## src/rtl/mem_arbiter_pkg.sv

```systemverilog
// Shared definitions for the instruction/data memory arbiter: FSM state
// encodings, default parameters and a width helper for the starvation counter.
// Imported by mem_arbiter; holds no logic of its own.
package mem_arbiter_pkg;

    typedef enum logic [1:0] {
        ST_IDLE   = 2'd0,
        ST_BUSY_I = 2'd1,
        ST_BUSY_D = 2'd2
    } arb_state_e;

    // Max consecutive data grants allowed while a fetch is waiting.
    localparam int STARVE_LIMIT_DEF = 3;
    // Address / data width of both requesters and the memory port.
    localparam int MEM_AW_DEF       = 16;

    // Starvation counter width: enough to hold the limit, never below 2 bits.
    function automatic int starve_cnt_w(input int limit);
        int w;
        w = $clog2(limit + 1);
        return (w < 2) ? 2 : w;
    endfunction

endpackage

```

## src/rtl/mem_arbiter.sv

```systemverilog
// Arbitrates one memory port between instruction fetch and data (load/store) requests.
// Latency: request to done pulse is grant cycle + memory busy cycles + done cycle (3 minimum).
// Backpressure: requests are held until their done pulse; stall_* flag waiting requesters.
//
// Ports:
//   clk, rst_n                         clock, async active-low reset
//   if_req/if_addr -> if_done/if_rdata fetch read channel
//   d_req/d_wr/d_addr/d_wdata -> d_done/d_rdata   data channel
//   mem_en/mem_wr/mem_addr/mem_wdata, mem_rdata/mem_done   memory port
//   stall_fetch, stall_mem             combinational pipeline stall outputs
module mem_arbiter
    import mem_arbiter_pkg::*;
#(
    parameter int STARVE_LIMIT = STARVE_LIMIT_DEF,
    parameter int MEM_AW       = MEM_AW_DEF
) (
    input  logic              clk,
    input  logic              rst_n,
    input  logic              if_req,
    input  logic [MEM_AW-1:0] if_addr,
    output logic              if_done,
    output logic [MEM_AW-1:0] if_rdata,
    input  logic              d_req,
    input  logic              d_wr,
    input  logic [MEM_AW-1:0] d_addr,
    input  logic [MEM_AW-1:0] d_wdata,
    output logic              d_done,
    output logic [MEM_AW-1:0] d_rdata,
    output logic              mem_en,
    output logic              mem_wr,
    output logic [MEM_AW-1:0] mem_addr,
    output logic [MEM_AW-1:0] mem_wdata,
    input  logic [MEM_AW-1:0] mem_rdata,
    input  logic              mem_done,
    output logic              stall_fetch,
    output logic              stall_mem
);

    localparam int             SCW        = starve_cnt_w(STARVE_LIMIT);
    localparam logic [SCW-1:0] STARVE_MAX = SCW'(STARVE_LIMIT);

    arb_state_e        state_q;
    logic [SCW-1:0]    starve_cnt_q, starve_cnt_d;
    logic              if_done_q, d_done_q, mem_en_q, mem_wr_q;
    logic [MEM_AW-1:0] mem_addr_q, mem_wdata_q, if_rdata_q, d_rdata_q;

    logic if_elig, d_elig, grant_d, grant_i, busy_done;

    // A requester whose done is high this cycle is still holding its old
    // request, so it must not be granted again.
    always_comb begin
        if_elig   = if_req & ~if_done_q;
        d_elig    = d_req & ~d_done_q;
        grant_d   = (state_q == ST_IDLE) && d_elig &&
                    (!if_elig || (starve_cnt_q < STARVE_MAX));
        grant_i   = (state_q == ST_IDLE) && !grant_d && if_elig;
        busy_done = (state_q != ST_IDLE) && mem_done;

        starve_cnt_d = starve_cnt_q;
        if (!if_req || grant_i) begin
            starve_cnt_d = '0;
        end else if (grant_d && if_elig && (starve_cnt_q < STARVE_MAX)) begin
            starve_cnt_d = starve_cnt_q + SCW'(1);
        end
    end

    // Control FSM: state, memory enable, done pulses and fairness counter.
    always_ff @(posedge clk or negedge rst_n) begin
        if (!rst_n) begin
            state_q      <= ST_IDLE;
            mem_en_q     <= 1'b0;
            if_done_q    <= 1'b0;
            d_done_q     <= 1'b0;
            starve_cnt_q <= '0;
        end else begin
            if_done_q    <= 1'b0;
            d_done_q     <= 1'b0;
            starve_cnt_q <= starve_cnt_d;
            case (state_q)
                ST_IDLE: begin
                    // mem_done seen here belongs to nobody and is ignored.
                    if (grant_d) begin
                        state_q  <= ST_BUSY_D;
                        mem_en_q <= 1'b1;
                    end else if (grant_i) begin
                        state_q  <= ST_BUSY_I;
                        mem_en_q <= 1'b1;
                    end
                end
                ST_BUSY_I: begin
                    if (mem_done) begin
                        state_q   <= ST_IDLE;
                        mem_en_q  <= 1'b0;
                        if_done_q <= 1'b1;
                    end
                end
                ST_BUSY_D: begin
                    if (mem_done) begin
                        state_q  <= ST_IDLE;
                        mem_en_q <= 1'b0;
                        d_done_q <= 1'b1;
                    end
                end
                default: begin
                    state_q  <= ST_IDLE;
                    mem_en_q <= 1'b0;
                end
            endcase
        end
    end

    // Datapath: command latched at grant and held for the whole access;
    // read data captured on completion (stores leave d_rdata untouched).
    always_ff @(posedge clk or negedge rst_n) begin
        if (!rst_n) begin
            mem_addr_q  <= '0;
            mem_wdata_q <= '0;
            mem_wr_q    <= 1'b0;
            if_rdata_q  <= '0;
            d_rdata_q   <= '0;
        end else begin
            if (grant_d) begin
                mem_addr_q  <= d_addr;
                mem_wdata_q <= d_wdata;
                mem_wr_q    <= d_wr;
            end else if (grant_i) begin
                mem_addr_q  <= if_addr;
                mem_wdata_q <= '0;
                mem_wr_q    <= 1'b0;
            end else if (busy_done) begin
                mem_wr_q    <= 1'b0;
            end
            if ((state_q == ST_BUSY_I) && mem_done) begin
                if_rdata_q <= mem_rdata;
            end
            if ((state_q == ST_BUSY_D) && mem_done && !mem_wr_q) begin
                d_rdata_q <= mem_rdata;
            end
        end
    end

    assign if_done     = if_done_q;
    assign d_done      = d_done_q;
    assign if_rdata    = if_rdata_q;
    assign d_rdata     = d_rdata_q;
    assign mem_en      = mem_en_q;
    assign mem_wr      = mem_wr_q;
    assign mem_addr    = mem_addr_q;
    assign mem_wdata   = mem_wdata_q;
    assign stall_fetch = if_req & ~if_done_q;
    assign stall_mem   = d_req & ~d_done_q;

endmodule

```

## config.mk

```make
export PLATFORM = sky130hd
export DESIGN_NAME = mem_arbiter
export DESIGN_NICKNAME = d
export VERILOG_FILES = /design/src/rtl/mem_arbiter_pkg.sv /design/src/rtl/mem_arbiter.sv
export SDC_FILE = /design/constraint.sdc
export NUM_CORES = 1
export LEC_CHECK = 0
export CORE_UTILIZATION = 41
export DETAILED_ROUTE_END_ITERATION = 16
export PLACE_DENSITY_LB_ADDON = 0.2
export RECOVER_POWER = 50
export SLEW_MARGIN = 20
export SYNTH_ARGS = -nofsm -noshare
export SYNTH_HDL_FRONTEND = slang
export SYNTH_SLANG_ARGS = --single-unit
```

## constraint.sdc

```tcl
create_clock -name clk -period 2.1 [get_ports clk]
set_clock_uncertainty 0.05 [all_clocks]
set_input_delay 0.63 -clock clk [delete_from_list [all_inputs] [get_ports clk]]
set_output_delay 0.63 -clock clk [all_outputs]
set_load 0.03 [all_outputs]
```

==> flow_metrics.env, run 1 <==
export IMPL_routabilityCongestion=0.780
export IMPL_via_count=2424
export IMPL_drt_iter0_drc=73
export IMPL_total_power_mw=7.95
export IMPL_cts_clk_slew_worst_paths_ns=0.08
export IMPL_grt_pass1_vias=2387
export IMPL_cts_sinks=72
export IMPL_start_util_pct=43.2
export IMPL_drt_wl_total_um=7530
export IMPL_slew_viol_final=0
export IMPL_num_rows=30
export IMPL_startpoint="d_rdata[4]"
export IMPL_switching_power_mw=3.20
export IMPL_fin_nets=464
export IMPL_setup_viol=0
export IMPL_end_kind="output pin"
export IMPL_avgSynthCellArea_sq_um=12.6
export IMPL_slowest_delay_ns=0.67
export IMPL_max_freq_ghz=0.486
export IMPL_overflow=0
export IMPL_powerDensity_nw_per_um2=1660
export IMPL_path_cells="clkdlybuf4s50_1"
export IMPL_worstReg2RegEnd="mem_addr[1]"
export IMPL_dieArea_sq_um=7650
export IMPL_grt_max_degree=44
export IMPL_cts_tree="yes"
export IMPL_startpoint_type="flop"
export IMPL_pwr_share_comb_pct=54.9
export IMPL_mostFrequentLayoutCells="clkdlybuf4s50_1, dfrtp_1, a21oi_1"
export IMPL_syn_area_sq_um=3000
export IMPL_antenna_left=0
export IMPL_switching_share_pct=40.2
export IMPL_cts_root_buf="clkbuf_8"
export IMPL_dieWidth_um=87.5
export IMPL_fin_crit_sh_pct=98.0
export IMPL_crit_required_ns=1.42
export IMPL_clkLatencyLatePin_ns=0.33
export IMPL_drv_cap=0
export IMPL_min_period_ns=2.06
export IMPL_outcome="finished, final reports clean"
export IMPL_critPathMaxFanout=2
export IMPL_worst_ir_drop_vdd_uv=943
export IMPL_r2r_start="state_q[1]"
export IMPL_cts_setup_buffers=0
export IMPL_ys_flop_type="dfrtp_1"
export IMPL_power_leakage_nw=2.22
export IMPL_synth_edf_count=0
export IMPL_reg2reg_slack_ns=0.29
export IMPL_syn_num_nets=311
export IMPL_hold_class="in2async"
export IMPL_final_common_cell="clkdlybuf4s50_1"
export IMPL_synth_distinct_cells=31
export IMPL_antenna_found_initial=1
export IMPL_portBuffers=139
export IMPL_yosys_warnings=0
export IMPL_worstMarginPinSlew_ns=0.754
export IMPL_worst_path_buf_inv=1
export IMPL_cts_buffer_depth=2
export IMPL_via_per_inst=4.94
export IMPL_grt_pass1_wl_um=11800
export IMPL_clock_power_share_pct=15.1
export IMPL_p_int_mw=4.75
export IMPL_grt_setup_unrepaired="no"
export IMPL_io_pins=140
export IMPL_drive_gt1_share_pct=17.5
export IMPL_crit_arrival_ns=1.38
export IMPL_syn2layout_area_growth_pct=60.1
export IMPL_dr_pass1_iters=4
export IMPL_ys_async_sr_fraction_pct=100
export IMPL_synth_seq_area_share_pct=60.1
export IMPL_finalSetupTns_ns=0
export IMPL_die_y_um=87.5
export IMPL_htreeDepth=3
export IMPL_cp_slowest_cell="clkdlybuf4s50_1"
export IMPL_path_delay_family="buffers and inverters"
export IMPL_hold_viol=0
export IMPL_rr_worst_depth=7
export IMPL_num_fill_cells=543
export IMPL_core_region_area_sq_um=6940
export IMPL_pwr_share_seq_pct=29.9
export IMPL_dp_hpwl_um=5390
export IMPL_wl_per_cell_um=15.3
export IMPL_grt_usage_pct=20.4
export IMPL_drc_errors=0
export IMPL_worstSetupPathType="reg2out"
export IMPL_ys_ff_latch=72
export IMPL_slew_headroom_pct=49.7
export IMPL_numCtsBuffers=9
export IMPL_synth_cells=237
-- power groups by stage --
stage	sequential [mW]	combinational [mW]	clock, mW
2_1_floorplan	3.62	1.36	0
3_3_place_gp	2.38	4.40	0
3_5_place_dp	2.40	4.48	0
4_1_cts	2.39	4.49	1.24
5_1_grt	2.45	4.64	1.29
6_report	2.38	4.37	1.20
-- timing repair --
| action | in CTS | in global routing |
|---|---|---|
| hold endpoints to repair | 0 | 0 |
| endpoints found under the setup margin | 3 | 8 |
| hold buffers | 0 | 0 |
| resized for setup | 3 | 8 |
-- how the worst max path moves through the flow --
stage | end | slack (ns) | cells past startpoint
5_1_grt | mem_wdata[9] | 0.001 | 1
4_1_cts | d_rdata[14] | 0.0009 | 1
6_report | d_rdata[4] | 0.04 | 1
2_1_floorplan | d_rdata[0] | 0.47 | 5
3_5_place_dp | mem_addr[5] | -0.04 | 6
3_3_place_gp | stall_fetch | -0.009 | 4
-- per-layer routing --
metal | vias up | global-route usage, % | routed length [um]
li1 | 1129 | - | -
met1 | 1175 | 25.3 | 3160
met2 | 110 | 33.9 | 3580
met3 | 10 | 6.26 | 691
met4 | 0 | 6.41 | 97
met5 | - | 0 | 0
-- registers in the layout (all words and copies together) (netlist names) --
signal        count
mem_wr            1
starve_cnt_q      2
state_q           2
mem_wdata        16
if_done           1
if_rdata         16
d_rdata          16
mem_addr         16
d_done            1
mem_en            1
-- layout make-up --
cell class | instances | area [sq um] | area share, %
antenna | 1 | 2.50 | 0.0522
clock buffer | 10 | 138 | 2.87
clock inverter | 5 | 81.3 | 1.70
inverter | 5 | 21.3 | 0.443
multi-input combinational | 147 | 1070 | 22.2
sequential | 72 | 1800 | 37.6
tap | 96 | 120 | 2.50
timing repair buffer | 155 | 1570 | 32.7
-- metrics by stage --
stage | hold slack, ns | instances | setup slack [ns] | instance area [sq um] | util [%]
finish | 0.301 | 491 | 0.0424 | 4800 | 69.1
global route | 0.358 | 491 | 0.00149 | 4800 | 69.1
CTS | 0.167 | 490 | 0.000903 | 4830 | 69.5
detailed placement | 0.434 | 475 | -0.0350 | 4610 | 66.4
global placement | 0.432 | 475 | -0.00946 | 4610 | 66.4
floorplan | 0.284 | 237 | 0.471 | 3000 | -
-- cell usage after synthesis, drive strengths merged (2+ instances only) --
cell type	n	area [sq um]
a22o	17	149
buf	12	92.6
mux2	32	398
o21ai	2	21.3
dfrtp	72	1800
a21oi	36	180
nand2b	3	28.8
nand2	18	67.6
nor2	23	86.3
nor2b	2	12.5
ha	4	50.1
inv	5	21.3
-- logic make-up (layout without fill, tap and decap cells) --
family | Yosys count | in the layout | share of synthesized area, %
AND/OR/NAND/NOR | 51 | 51 | 7.81
flip-flops | 72 | 72 | 60.1
multiplexers | 33 | 33 | 13.6
other | 0 | 1 | 0
AO/OA/AOI/OAI | 58 | 58 | 12.6
XOR/XNOR | 1 | 1 | 0.292
adder cells (fa/ha/maj) | 4 | 4 | 1.67
buffers and inverters | 18 | 175 | 3.92
Note: power is estimated with default switching activity, not from simulation.
==> inputs of run 2 (changes only) <==
--- a/config.mk
+++ b/config.mk
@@ -9,6 +9,7 @@
 export DETAILED_ROUTE_END_ITERATION = 16
 export PLACE_DENSITY_LB_ADDON = 0.2
 export RECOVER_POWER = 50
+export SKIP_LAST_GASP = 1
 export SLEW_MARGIN = 20
 export SYNTH_ARGS = -nofsm -noshare
 export SYNTH_HDL_FRONTEND = slang
==> results of run 2 <==
No change in the layout: final DEF, timing and power equal those of run 1.
